<file path="src/rtl/nishit_param_counter.sv">
// Parameterised up/down counter with prescaler, runtime terminal value,
// four terminal behaviours (wrap, saturate, one-shot, ping-pong) and compare flag.
module nishit_param_counter #(
    parameter int unsigned WIDTH      = 8,
    parameter int unsigned PRESCALE_W = 8
) (
    input  logic                  clk,
    input  logic                  rst,
    input  logic                  en,
    input  logic                  load,
    input  logic [WIDTH-1:0]      load_val,
    input  logic                  dir,
    input  logic [1:0]            mode,
    input  logic [WIDTH-1:0]      top,
    input  logic [PRESCALE_W-1:0] div,
    input  logic [WIDTH-1:0]      cmp_val,
    output logic [WIDTH-1:0]      count,
    output logic                  tc,
    output logic                  done,
    output logic                  cmp_match
);

    localparam logic [1:0] MODE_WRAP     = 2'b00;
    localparam logic [1:0] MODE_SATURATE = 2'b01;
    localparam logic [1:0] MODE_ONESHOT  = 2'b10;
    localparam logic [1:0] MODE_PINGPONG = 2'b11;

    logic [PRESCALE_W-1:0] pre;
    logic [PRESCALE_W-1:0] pre_nxt;
    logic                  tick_c;
    logic                  pp_dir;
    logic                  pp_dir_nxt;
    logic                  d_c;
    logic                  at_term_c;
    logic [WIDTH-1:0]      count_nxt;
    logic                  tc_nxt;
    logic                  done_nxt;

    assign cmp_match = (count == cmp_val);

    // Prescaler: one tick every div+1 enabled cycles, phase frozen while en=0.
    always_comb begin
        tick_c  = en && (pre == div);
        pre_nxt = pre;
        if (load) begin
            pre_nxt = '0;
        end else if (en) begin
            pre_nxt = tick_c ? '0 : pre + PRESCALE_W'(1);
        end
    end

    // Direction and terminal detection; loaded values above top count as terminal.
    always_comb begin
        d_c       = (mode == MODE_PINGPONG) ? pp_dir : dir;
        at_term_c = d_c ? (count >= top) : (count == '0);
    end

    // Next count, direction, flags.
    always_comb begin
        count_nxt  = count;
        pp_dir_nxt = pp_dir;
        done_nxt   = done;
        tc_nxt     = 1'b0;
        if (load) begin
            count_nxt  = load_val;
            pp_dir_nxt = dir;
            done_nxt   = 1'b0;
        end else if (tick_c && !done) begin
            if (!at_term_c) begin
                count_nxt = d_c ? count + WIDTH'(1) : count - WIDTH'(1);
            end else begin
                tc_nxt = 1'b1;
                case (mode)
                    MODE_WRAP:     count_nxt = d_c ? '0 : top;
                    MODE_SATURATE: count_nxt = count;
                    MODE_ONESHOT:  done_nxt  = 1'b1;
                    MODE_PINGPONG: begin
                        pp_dir_nxt = ~pp_dir;
                        // Step in the reversed direction unless that would leave [0, top].
                        if (!pp_dir) begin
                            if (count < top) count_nxt = count + WIDTH'(1);
                        end else begin
                            if (count != '0) count_nxt = count - WIDTH'(1);
                        end
                    end
                    default:       count_nxt = count;
                endcase
            end
        end
    end

    always_ff @(posedge clk) begin
        if (rst) begin
            count  <= '0;
            tc     <= 1'b0;
            done   <= 1'b0;
            pre    <= '0;
            pp_dir <= 1'b1;
        end else begin
            count  <= count_nxt;
            tc     <= tc_nxt;
            done   <= done_nxt;
            pre    <= pre_nxt;
            pp_dir <= pp_dir_nxt;
        end
    end

endmodule

</file>
<file path="config.mk">
export PLATFORM = sky130hd
export DESIGN_NAME = nishit_param_counter
export DESIGN_NICKNAME = d
export VERILOG_FILES = /design/src/rtl/nishit_param_counter.sv
export SDC_FILE = /design/constraint.sdc
export NUM_CORES = 1
export LEC_CHECK = 0
export BUFFER_PORTS_ARGS = -buffer_cell sky130_fd_sc_hd__buf_4
export CAP_MARGIN = 15
export CORE_MARGIN = 4
export CORE_UTILIZATION = 52
export CTS_CLUSTER_SIZE = 16
export DETAILED_ROUTE_END_ITERATION = 8
export GPL_TIMING_DRIVEN = 0
export PLACE_DENSITY = 0.78
export SETUP_SLACK_MARGIN = 0.3
export SLEW_MARGIN = 20
export SYNTH_ARGS = -nofsm -noshare
export SYNTH_HDL_FRONTEND = slang
export SYNTH_SLANG_ARGS = --single-unit
</file>
<file path="constraint.sdc">
create_clock -name clk -period 3.7 [get_ports clk]
set_input_delay 0.37 -clock clk [delete_from_list [all_inputs] [get_ports clk]]
set_output_delay 0.37 -clock clk [all_outputs]
set_load 0.01 [all_outputs]
</file>
# ---- Word level (Yosys, flattened, before mapping)
# Index checks and enable logic that the tools add are counted.
dict set report totals {
  output_inout_bits 11
  wordCells 50
  inputBits 39
  ff_bits 19
}
dict set report op_classes {
  n_eq_ne 7
  n_bitwise 2
  reduce_logical 14
  order_cmp 2
  n_mux 17
  n_addsub 3
}
# op count
set op_table {}
lappend op_table {{two-way mux 8 bit} 9}
lappend op_table {{adder 8 x 1 -> 8 bit, second input constant} 2}
lappend op_table {{== test 8 bit} 2}
lappend op_table {{one-hot mux 8 bit (2 select lines)} 1}
lappend op_table {{!= test 5 x 4 -> 1 bit, second input constant} 2}
lappend op_table {{greater-or-equal comparator 8 bit} 1}
lappend op_table {{logical NOT 8 bit} 1}
lappend op_table {{less-than comparator 8 bit} 1}
lappend op_table {{nonzero test 8 bit} 1}
lappend op_table {{subtractor 8 x 1 -> 8 bit, second input constant} 1}
lappend op_table {{two-way mux 1 bit} 7}
lappend op_table {{AND reduction 3 bit} 2}
lappend op_table {{nonzero test 2 bit} 3}
lappend op_table {{== test 2 bit, second input constant} 2}
lappend op_table {{!= test 4 x 2 -> 1 bit, second input constant} 1}
lappend op_table {{AND reduction 4 bit} 1}
lappend op_table {{OR reduction 3 bit} 1}
lappend op_table {{logical AND 1 bit} 2}
lappend op_table {{logical NOT 2 bit} 1}
lappend op_table {{inverter 1 bit} 2}
lappend op_table {{OR reduction 2 bit} 1}
lappend op_table {{logical NOT 1 bit} 1}

# ---- Longest topological paths before layout
dict set report depth {
  depth_word 7
  mapped_depth 11
  mapped_depth_nobuf 9
}

# ---- Worst setup path before layout
# Ideal clock, no wire load.
dict set report synth_path {
  path_kind {register -> register}
  from {register count[0]}
  to {register count[3]}
  path_buffers 2
  stages_incl_launch_ff 12
  arrival_time_ns 2.817
  synth_period_minus_slack_ns 2.884
  setup_time_ns 0.067
  t_required_ns 3.633
  setup_slack_ns 0.816
  cell_sequence {dfxtp_1 -> clkbuf_1 -> inv_1 -> ha_1 -> nand2b_1 -> a2111o_1 -> a32o_2 -> or2_1 -> buf_6 -> a221o_1 -> a211o_1 -> o21ai_2}
}
dict set report synth_between {
  elab_chain_len 7
  elab_cells_between_ends 19
  cone_classes {add/sub: 2; order compare: 2; eq/ne: 3; mux: 9; reduce/logical: 3}
}
# item line_no
set synth_rtl {}
lappend synth_rtl {{from (decl)} 17} ;# output logic [WIDTH-1:0] count,
lappend synth_rtl {{from (signal assigned)} 100} ;# count <= count_nxt;
lappend synth_rtl {{adder 8 x 1 -> 8 bit or subtractor 8 x 1 -> 8 bit (tied branches)} {70, 81, 83}}
lappend synth_rtl {{two-way mux 8 bit (on tied branches)} {81, 83}}
lappend synth_rtl {{two-way mux 8 bit} 80} ;# if (!pp_dir) begin
lappend synth_rtl {{one-hot mux 8 bit (2 select lines)} 73} ;# case (mode)
lappend synth_rtl {{two-way mux 8 bit} 69} ;# if (!at_term_c) begin
lappend synth_rtl {{two-way mux 8 bit} 68} ;# end else if (tick_c && !done) begin
lappend synth_rtl {{two-way mux 8 bit} 64} ;# if (load) begin
# Several ways; a longest one is shown, not always the timed one. The select of a mux whose other input is x is not followed.
# A chain may end at the register's enable or synchronous reset.

# ---- Worst setup path in the final report
dict set report layout_path {
  from {register count[0]}
  to {register count[6]}
}
# Same word-level chain as after synthesis.

==> metrics.md <==
| Metric | Value |
|---|---|
| Outcome | completed |
| Post-route setup TNS | 0 ns |
| Worst setup endpoint | count[6]$_SDFFE_PP0P_ |
| Top post-synthesis cells by area | dfxtp_1 19%, ha_1 8.5%, xnor2_1 8.5%, xor2_1 6.4%, nand2_1 3.7% |
| Power density over the cells | 265 nW/µm² |
| Clk_lat worst skew | between 0.2 and 0.3 ns |
| Logic pwr share | approximately 43% |
| Die Height | approximately 71 µm |
| Hold Buf Count CTS | 0 |
| Vias in the first global route | 2022 |
| Initial Util | between 50% and 60% |
| Std cell rows | 22 |
| Peak supply drop | ~0.20 mV |
| DP Wirelength | between 4000 and 5000 µm |
| Final hold violations | 0 |
| Final Non-Filler Cells | between 300 and 400 |
| Clock Tree Root | clkbuf_8 |
| Pins Over Slew Limit | 0 |
| Clk pwr share | a little under a quarter |
| Rel. slew slack | between 60% and 70% |
| EDFF count, synth | 0 |
| Die ar. | 5010 µm² |
| Critical Path RT | ~4 ns |
| Tightest Pin Transition | about 0.53 ns |
| Clock transition at path regs | around 0.080 ns |
| Synth Instances | between 200 and 300 |
| Mapped cell area | 2050 µm² |
| IO Count | 50 |
| Area Growth Syn to Fin | 22.2% |
| WL final | about 6000 µm |
| Endpoints failing setup | 0 |
| Routed wl met3 | approximately 600 µm |
| Remaining DRCs | 0 |
| Yosys top cell by area | dfxtp_1 |
| Netlist cell types | 58 |
| Final period util | 82.0% |
| Clock Tree Buf Depth | 2 |
| Tmin final | approximately 3.0 ns |
| Post-synthesis register bit count | 19 |
| Max-cap viol count | 0 |
| Critical path origin | count[0]$_SDFFE_PP0P_ |
| Total gr overflow | 0 |
| Ys flop type | dfxtp_1 |
| Nets | 369 |
| Worst Hold Launch | rst |
| Fmax | 0.330 GHz |
| TritonCTS buffer count | 3 |
| R2R cell count | 11 |
| Syn_area_per_cell | 7.73 µm² |
| DR iter-0 viols | 228 |
| TritonCTS clock tree | yes |
| Max Fanout on Critical Path | 10 |
| Final setup skew | 0.00635 ns |
| P_leak | around 0.0011 µW |
| R2r setup slk | ~0.67 ns |
| R2R Path End | count[6]$_SDFFE_PP0P_ |
| CP startpoint kind | register |
| CP Cell Sequence | clkbuf_2 -> inv_1 -> ha_1 -> nand2b_1 -> a2111o_1 -> a32o_2 -> nor2_4 -> a32oi_1 -> buf_2 -> a211o_1 -> o221ai_1 |
| Routed vias | between 2000 and 2500 |
| First-pass GRT wire length | around 9500 µm |
| Final ANT Viol Nets | 0 |
| Syn nets | approximately 320 |
| CP arrival | about 3.2 ns |
| Critical path type | register to register |
| Initial antenna violation count | 0 |
| Sequential-to-total area share from yosys stat | roughly 19% |
| Top cell type's share of synthesized area | between 10% and 20% |
| Routed met1 length | ~2500 µm |
| CP Capture Type | register |
| Placed Cells incl. Taps | roughly 360 |
| Final core utilization | about two thirds |
| CTS Sinks | 19 |
| Met2 WL | around 2700 µm |
| GPL Wtd Cong | 0.921 |
| Antenna Cells | 0 |
| Worst hold path type | input pin to register |
| DR top layer | met4 |
| H-Tree Level Count | 1 |
| Die Span X | between 70 and 80 µm |
| Drt pass-1 iters | 4 |
| Unrepaired setup endpoints after global routing | no |
| Internal cell power | approximately 420 µW |
| Switching Share | 36.8% |
| Share of layout cells above drive strength 1 | a little over a fifth |
| Crit-path max cell delay | 0.42 ns |
| Slowest cell on crit path | a2111o_1 |
| Core Footprint | between 3000 and 4000 µm² |
| Ys async rst share | 0% |
| Largest net degree at the start of global routing | 13 |
| Seq pwr share | 33.5% |
| Drt wl/cell | 16.3 µm |
| IO buf count | between 40 and 50 |
| FF-to-FF Start | count[0]$_SDFFE_PP0P_ |
| Sw power | ~240 µW |
| Yosys warnings | 0 |
| Drt via density | 6.03 |
| GRT Resource Usage Total | between 20% and 30% |
worst min-delay path by stage:
| stage | endpoint | slack (ns) | cells past startpoint |
|---|---|---|---|
| after floorplan | count[4]$_SDFFE_PP0P_ | 0.44 | 1 |
| after global placement | pre[7]$_SDFFE_PP0P_ | 0.52 | 2 |
| after detailed placement | tc$_SDFF_PP0_ | 0.53 | 1 |
| after CTS | count[4]$_SDFFE_PP0P_ | 0.33 | 2 |
| after global routing | count[4]$_SDFFE_PP0P_ | 0.33 | 2 |
| final | count[4]$_SDFFE_PP0P_ | 0.34 | 2 |
stage by stage:
step                      instance area [µm²]  hold WS [ns]  total power, µW  worst slack [ns]
after floorplan                          2050         0.439              418             0.816
after global placement                   2450         0.519              503             0.580
after detailed placement                 2450         0.527              507             0.557
after CTS                                2500         0.329              661             0.525
after global routing                     2500         0.327              700             0.461
final                                    2500         0.338              664             0.666
timing repair:
item                                   CTS  global route
setup buffers                            0             0
setup endpoints to repair                0             2
gates resized for setup                  0             2
endpoints found under the hold margin    0             0
cells in the mapped netlist, types with 3 or more instances:
master,count
a221oi_1,4
xnor2_1,20
nor2_1,18
a221o_1,3
nand3_1,11
a21oi_1,11
dfxtp_1,19
nand4_1,10
ha_1,14
and3_1,8
o21ai_1,4
inv_1,16
nor4_1,4
xor2_1,15
nand2_1,20
clkbuf_1,12
a211o_1,3
o211ai_1,3
mux2i_1,5
nor3_1,8
nor2b_1,4
a31oi_1,4
buf_2,4
nand2b_1,5
final cells by class:
cell class | count | area [µm²]
Timing Repair Buffer | 46 | 345
Multi-Input combinational cell | 210 | 1520
Tap cell | 48 | 60.1
Inverter | 16 | 60.1
Clock inverter | 1 | 7.51
Buffer | 20 | 92.6
Sequential cell | 19 | 380
Fill cell | 326 | 1240
Clock buffer | 3 | 41.3
cells by family (layout without fill, tap and decap cells):
family | Yosys count | in the layout | synth area share, %
DFF | 19 | 19 | 18.6
buffers and inverters | 36 | 86 | 7.39
adders and majority gates | 14 | 14 | 8.55
AOI/OAI and AO/OA | 53 | 53 | 19.4
muxes | 8 | 8 | 4.64
and+or+nand+nor | 100 | 100 | 26.6
xor gates and xnor gates | 35 | 35 | 15.0
cells in the final DEF, fill, tap and decap left out, types with 2 or more instances in the layout:
cell       n
o221ai_1   2
nor3_1     8
buf_1      2
a211o_1    3
dfxtp_1   19
a31oi_1    4
a221o_1    3
nor2b_1    4
buf_4     47
a221oi_1   4
nand3_1   11
nor2_1    18
nand4_1   10
a21oi_1   11
xnor2_1   20
o211ai_1   3
a2111o_1   2
clkbuf_1  11
o31ai_1    2
clkbuf_8   3
a32oi_1    2
and3_1     8
nand2b_1   5
nand2_1   20
ha_1      14
mux2i_1    5
buf_2      4
o21ai_1    4
a41oi_1    2
nor4_1     4
xor2_1    15
inv_1     16
critical path: cells and delay by family (launching register included):
family / cells / cell delay [ns]
flip-flops: 1 / 0.36
AND/OR/NAND/NOR: 2 / 0.36
AO/OA/AOI/OAI: 5 / 1.32
buffers and inverters: 3 / 0.63
adder cells (fa/ha/maj): 1 / 0.28
power groups by stage:
stage / sequential, µW / clock (µW) / combinational, µW
4_1_cts: 222 / 158 / 281
3_5_place_dp: 227 / 0 / 280
5_1_grt: 224 / 164 / 312
2_1_floorplan: 227 / 0 / 191
3_3_place_gp: 227 / 0 / 276
6_report: 223 / 156 / 285
routing by layer:
metal  vias to the layer above  global-route usage [%]
met5                         -                       0
met4                         0                    5.01
met3                        10                    4.55
met2                       106                    36.6
met1                      1014                    33.0
li1                       1058                       -
registers in the layout, indices dropped and copies added, names as in the netlist:
register  flops
done          1
pre           8
tc            1
count         8
pp_dir        1
(Power assumes the default switching activity.)
